$ cat src/rtl/bcd_disp_pkg.sv
// bcd_disp_pkg: digit type, segment lookup and blank pattern shared by the display scanner
package bcd_disp_pkg;
    localparam int DIGITS = 4;
    typedef logic [3:0] bcd_t;
    localparam logic [6:0] SEG_BLANK = 7'h7F;
    // Active-high gfedcba patterns; non-BCD codes map to all-off so they invert to blank
    localparam logic [6:0] SEG_LUT [16] = '{
        7'h3F, 7'h06, 7'h5B, 7'h4F, 7'h66, 7'h6D, 7'h7D, 7'h07,
        7'h7F, 7'h6F, 7'h00, 7'h00, 7'h00, 7'h00, 7'h00, 7'h00
    };
endpackage

$ cat src/rtl/bcd_display_scanner_if.sv
// bcd_display_scanner_if: valid/ready digit handshake from the upstream BCD encoder
interface bcd_display_scanner_if;
    import bcd_disp_pkg::*;
    bcd_t bcd_in;
    logic bcd_valid;
    logic bcd_ready;
    modport master (output bcd_in, output bcd_valid, input bcd_ready);
    modport slave (input bcd_in, input bcd_valid, output bcd_ready);
endinterface

$ cat src/rtl/bcd_to_seg7.sv
// bcd_to_seg7: combinational BCD to active-low 7-segment decoder, codes 10-15 blank
module bcd_to_seg7
    import bcd_disp_pkg::*;
(
    input  bcd_t       digit,
    output logic [6:0] seg
);
    assign seg = ~SEG_LUT[digit];
endmodule

$ cat src/rtl/bcd_display_scanner.sv
// bcd_display_scanner: 4-digit BCD shift store scanned onto a multiplexed 7-segment display.
// Optional BCD_BLANK_LEAD_ZERO_EN blanks leading zero positions above digit 0.
module bcd_display_scanner
    import bcd_disp_pkg::*;
#(
    parameter int REFRESH_DIV = 50000
) (
    input  logic                  clk,
    input  logic                  rst,
    bcd_display_scanner_if.slave  bus,
    input  logic                  clear,
    output logic [6:0]            seg,
    output logic [3:0]            an,
    output logic                  err
);
    localparam int CW = $clog2(REFRESH_DIV);
    localparam logic [CW-1:0] LAST = CW'(REFRESH_DIV - 1);
    bcd_t d [DIGITS];
    logic [CW-1:0] cnt;
    logic [1:0] sel;
    logic accept, blank, wrap;
    bcd_t shown;
    logic [6:0] seg_next;
    assign bus.bcd_ready = !rst && !clear;
    assign accept = bus.bcd_valid && bus.bcd_ready;
    assign wrap = cnt == LAST;
`ifdef BCD_BLANK_LEAD_ZERO_EN
    logic [DIGITS-1:0] nz;
    always_comb begin
        nz = '0;
        for (int i = 0; i < DIGITS; i++) nz[i] = |d[i];
    end
    // A position is leading when it and every digit above it are zero
    assign blank = sel != 2'd0 && (nz >> sel) == '0;
`else
    assign blank = 1'b0;
`endif
    assign shown = blank ? 4'hF : d[sel];
    bcd_to_seg7 u_dec (.digit(shown), .seg(seg_next));
    always_ff @(posedge clk) begin
        if (rst) begin
            for (int i = 0; i < DIGITS; i++) d[i] <= '0;
            cnt <= '0;
            sel <= '0;
            err <= 1'b0;
            an <= 4'hF;
            seg <= SEG_BLANK;
        end else begin
            cnt <= wrap ? '0 : cnt + 1'b1;
            sel <= wrap ? sel + 1'b1 : sel;
            an <= ~(4'b0001 << sel);
            seg <= seg_next;
            if (clear) begin
                for (int i = 0; i < DIGITS; i++) d[i] <= '0;
                err <= 1'b0;
            end else if (accept && bus.bcd_in > 4'd9) begin
                err <= 1'b1;
            end else if (accept) begin
                for (int i = DIGITS - 1; i > 0; i--) d[i] <= d[i-1];
                d[0] <= bus.bcd_in;
            end
        end
    end
endmodule

$ cat src/flat_wrapper.sv
// flat-port wrapper written by rule: the top's interface ports become plain ports
module bcd_display_scanner_flat import bcd_disp_pkg::*;
#(
    parameter int REFRESH_DIV = 50000
)
  (clk, rst, clear, seg, an, err, bus_bcd_in, bus_bcd_valid, bus_bcd_ready);
  bcd_display_scanner_if bus_i ();
  input  logic clk;
  input  logic rst;
  input  logic clear;
  output logic [6:0] seg;
  output logic [3:0] an;
  output logic err;
  input wire logic [$bits(bus_i.bcd_in)-1:0] bus_bcd_in;
  input wire logic [$bits(bus_i.bcd_valid)-1:0] bus_bcd_valid;
  output wire logic [$bits(bus_i.bcd_ready)-1:0] bus_bcd_ready;
  assign bus_i.bcd_in = bus_bcd_in;
  assign bus_i.bcd_valid = bus_bcd_valid;
  assign bus_bcd_ready = bus_i.bcd_ready;
  bcd_display_scanner #(.REFRESH_DIV(REFRESH_DIV)) u_core (.clk(clk), .rst(rst), .bus(bus_i), .clear(clear), .seg(seg), .an(an), .err(err));
endmodule
$ cat config.mk
export PLATFORM = sky130hd
export DESIGN_NAME = bcd_display_scanner_flat
export DESIGN_NICKNAME = d
export VERILOG_FILES = /design/src/rtl/bcd_disp_pkg.sv /design/src/rtl/bcd_display_scanner_if.sv /design/src/rtl/bcd_to_seg7.sv /design/src/rtl/bcd_display_scanner.sv /design/src/flat_wrapper.sv
export SDC_FILE = /design/constraint.sdc
export NUM_CORES = 1
export LEC_CHECK = 0
export ABC_AREA = 1
export BUFFER_PORTS_ARGS = -buffer_cell sky130_fd_sc_hd__buf_2
export CAP_MARGIN = 20
export CELL_PAD_IN_SITES_DETAIL_PLACEMENT = 0
export CELL_PAD_IN_SITES_GLOBAL_PLACEMENT = 1
export CORE_MARGIN = 5
export CORE_UTILIZATION = 45
export CTS_BUF_LIST = sky130_fd_sc_hd__clkbuf_16
export DETAILED_ROUTE_END_ITERATION = 10
export PLACE_DENSITY = 0.9
export SLEW_MARGIN = 30
export SYNTH_ARGS = -nofsm -noshare
export SYNTH_HDL_FRONTEND = slang
export SYNTH_SLANG_ARGS = --single-unit
$ cat constraint.sdc
create_clock -name clk -period 2 [get_ports clk]
set_input_delay 0.3 -clock clk [delete_from_list [all_inputs] [get_ports clk]]
set_output_delay 0.3 -clock clk [all_outputs]
set_load 0.02 [all_outputs]
Yosys cells after proc, flatten, opt, wreduce, memory -nomap -nowiden --
Memory sizes are Yosys's and may differ from the RTL's. A register that Yosys moved wholly into a read port is not among the register bits. Cells that the tools add are included.
Cells by class: eq/ne operators 1, magnitude comparators 2, bitwise gates (word level) 11, reductions and logical operators 7, add/subtract/negate cells 2, mux-type cells 22, shifts and indexed selects 1
Operators by type and width (count):
- two-way mux 4 bit | 8
- adder 16 x 1 -> 16 bit, second input constant | 1
- equality test 16 bit, second input constant | 1
- two-way mux 7 bit | 2
- two-way mux 1 bit | 10
- OR 1 bit | 8
- inverter 7 bit | 1
- greater-or-equal comparator 5 bit, second input constant | 1
- inverter 4 -> 5 bit | 1
- > comparator 4 bit, second input constant | 1
- two-way mux 2 bit | 2
- inverter 4 bit | 1
- OR reduction 2 bit | 2
- << shifter 1 x 2 -> 4 bit, first input constant | 1
- logical AND 1 bit | 3
- adder 2 x 1 -> 2 bit, second input constant | 1
- logical NOT 1 bit | 2
Storage, ports and cells: flip-flop bits (word level) 30, bits of input ports 8, bits in read-only memories 112, memories 2, bits in writable memories 16, logic and storage cells 53
Memories:
- (name not given) | words 16, bits a word 7, read ports 1, clocked after memory_dff 0, write ports 0, RTL line bcd_to_seg7.sv:8 | assign seg = ~SEG_LUT[digit];
- u_core.d | words 4, bits a word 4, read ports 4, clocked after memory_dff 1, write ports 4, RTL line bcd_display_scanner.sv:18 | bcd_t d [DIGITS];

Logic depth before layout (Yosys ltp) --
word-level depth 9, gate-level depth with buffers 11, mapped depth without buffers 10

Hierarchy --
A second synthesis with hierarchy kept.
Unflattened totals: cell total of the unflattened synthesis 280, area total of the unflattened synthesis 2304.7 µm²
Modules (own cells, without submodules):
- bcd_display_scanner | area an instance 2129.5 µm², times used 1, cells each 248
- bcd_to_seg7 | area an instance 175.2 µm², times used 1, cells each 32

Worst setup path before layout --
No wires, ideal clock.
path kind reg2reg, from reg (tool-made name), to reg u_core.seg[6], stages on the path, launching flop included 11, path buffers 1, required time 1.879 ns, library setup time 0.121 ns, setup slack 0.633 ns, arrival time 1.247 ns, path through dfxtp_1 -> buf_6 -> inv_6 -> nand2_1 -> nand3_1 -> nand2_1 -> inv_1 -> ha_1 -> nand3b_1 -> nand3_1 -> nand2_1
RTL lines:
- end signal: assignment | RTL line bcd_display_scanner.sv:52 | seg <= seg_next;
- end: declaration | RTL line bcd_display_scanner.sv:12 | output logic [6:0] seg,

==> metrics.txt <==
synth unique cells=31; unrepaired setup endpoints after global routing=false; final count of negative-setup-slack endpoints=0; Worst EP required=between 2 and 2.5 ns; cell area power density=770.8 mW/mm²; Worst Path Max Fanout=9; H-tree levels=2; drt first pass iters=5; Switching Share=24.34%; Net Count, Synth=roughly 300; largest net degree at the start of global routing=19; fraction of layout cells with a size suffix above 1=23.36%; Reg area=about 0.0011 mm²; maximum VDD drop=320.0 µV; Synth Cell Area=0.002382 mm²; Power Total=0.002066 W; number of routed nets with antenna violations=0; core area=0.005140 mm²; Final Non-Filler Cells=374; fmax=620.2 MHz; die width=around 83 µm; register bit total from synthesis=48; commonest non-fill, non-tap cell in the layout=nand2_1; cell taking the most area after synthesis=dfxtp_1; Mean Syn Cell Area=8.539 µm²; FFs w/ async S/R, synth=0%; final wirelength=4141 µm; Antenna Cells=0; drt drc=0; initial core utilization=between 40% and 50%; Multi-input gate area=~0.0011 mm²; top cell type's share of synthesized area=30.25%; critical path type=register to register; GRT Total Usage=between 10% and 20%; Clk pin slew, worst setup/hold paths=0.07 ns; via count of the routed design=about 1800; IO Pins=21; Sink Count=48; Switch Pwr=0.0005028 W; sequential element share of the synthesized area=approximately 45%; nets@finish=321; crit path capture type=register; CTS buffer count=5; DRT iter0 DRCs=146; area grow syn2layout=12.50%; Comb pwr share=~8.5%; most frequent cells in the layout=nand2_1 (59), dfxtp_1 (36), inv_1 (31); wire length per cell=approximately 11 µm; Slew @ Worst Pin=0.3691 ns; Tightest Hold Check Type=input pin to register; status=complete, no violations; Row Count=26; relative slew slack=about three quarters; Max Cap Viol=0; Pins Over Slew Limit=0; final hold vios=0; CP Launch Type=register; Setup Fix Bufs, Post-CTS=0; hold buffer count at cts=0; Leakage=approximately 1.1 nW; Routability Congestion=around 0.8; port bufs=20; Clk network pwr share=40.6%; clk_skew=approximately 0.010 ns; yosys warns=0; vias in the first global route=1678; Post-Syn Instances=279; Die Ht=82.76 µm; period utilization=80.62%; clk root buf=clkbuf_16; initial antenna violation count=0; Resized Gates After CTS=0; first-pass GRT wire length=~7200 µm; Hold Crit Start=rst; internal power=roughly 0.0016 W; GRT overflow=0; Seq pwr share=50.9%; synth top area cells=dfxtp_1 (30%), edfxtp_1 (15%), nand2_1 (9.3%); CTS tree=yes; Worst EP arrival=roughly 1.8 ns; fin crit period=~1.6 ns; clock tree buffer depth=2; FILL cells=just over 500; dpl cells=366; DP Wirelength=about 3000 µm; clk_lat worst skew=just under 0.3 ns; vias per inst=4.765; ys flop type=dfxtp_1; Post-synth EDFFs=12; Setup TNS Final=0 ns; Die ar.=about 0.0068 mm²
[final timing paths]
path | to | slack (ns) | cells past startpoint
hold / removal | u_core.sel[0] | 0.29 | 2
hold reg to reg | u_core.err | 0.47 | 2
setup / recovery | u_core.seg[5] | 0.39 | 9
setup reg to reg | u_core.seg[5] | 0.39 | 9
[power by group through the flow]
stage          registers, W  logic (W)  clock network [W]
2_1_floorplan       0.00109   0.000112                  0
3_3_place_gp        0.00107   0.000176                  0
3_5_place_dp        0.00107   0.000178                  0
4_1_cts             0.00105   0.000178           0.000859
5_1_grt             0.00105   0.000200           0.000900
6_report            0.00105   0.000176           0.000839
[Yosys cell counts (3+ instances only)]
| master | n |
|---|---|
| inv_1 | 31 |
| nand2_1 | 59 |
| nand3_2 | 3 |
| a21oi_2 | 3 |
| a21oi_1 | 12 |
| nand4_1 | 4 |
| ha_1 | 10 |
| xor2_1 | 4 |
| nand2_4 | 5 |
| o21ai_0 | 3 |
| inv_2 | 5 |
| edfxtp_1 | 12 |
| nand3_1 | 27 |
| nand3_4 | 3 |
| nor2_2 | 8 |
| nor2_4 | 3 |
| nand2_2 | 6 |
| dfxtp_1 | 36 |
| nor2_1 | 30 |
[layout make-up]
class                           count  share of cell area (%)
Sequential cell                    48                   40.34
Inverter                           37                   5.369
Multi-Input combinational cell    190                   41.41
Clock buffer                        5                   4.669
Tap cell                           70                   3.268
Timing Repair Buffer               21                   4.015
Clock inverter                      3                  0.9337
[metal layers]
metal | share of wire, % | track usage [%] | vias to the layer above
li1 | - | - | 935
met1 | 49 | 17.49 | 777
met2 | 43 | 21.31 | 56
met3 | 5.4 | 3.145 | 14
met4 | 3.1 | 8.170 | 0
met5 | 0 | 0 | -
[logic make-up (layout without fill, tap and decap cells)]
| kind of cell | Yosys count | count (layout) | synth area share, % |
|---|---|---|---|
| fa+ha+maj | 10 | 10 | 5.252 |
| simple gates | 154 | 154 | 33.88 |
| xor+xnor | 5 | 5 | 1.838 |
| flops | 48 | 48 | 45.38 |
| compound gates | 21 | 21 | 5.620 |
| buf+inv | 41 | 66 | 8.036 |
[per-stage QoR]
step | util, % | instance area, µm² | hold WS [ns] | setup WS, ns
floorplan | - | 2382 | 0.3691 | 0.6325
global placement | 49.22 | 2530 | 0.4486 | 0.4523
detailed placement | 49.22 | 2530 | 0.4425 | 0.4017
CTS | 52.14 | 2680 | 0.2909 | 0.3871
global route | 52.14 | 2680 | 0.2958 | 0.2410
finish | 52.14 | 2680 | 0.2946 | 0.3877
[state kept, by name (all words and copies together), names as in the netlist, named ones only]
| signal | flops |
|---|---|
| u_core.seg | 7 |
| u_core.d | 16 |
| u_core.an | 4 |
| u_core.err | 1 |
| u_core.cnt | 16 |
| u_core.sel | 2 |
[critical path, cell delays in order, from the launching register on]
cell and delay (ns):
dfxtp_1 0.55, inv_6 0.08, nand2_1 0.07, nand3_1 0.06
nand2_1 0.17, inv_1 0.08, ha_1 0.19, nand3b_1 0.16
nand3_1 0.09, nand2_1 0.05
Power figures use the tool's default switching activity.
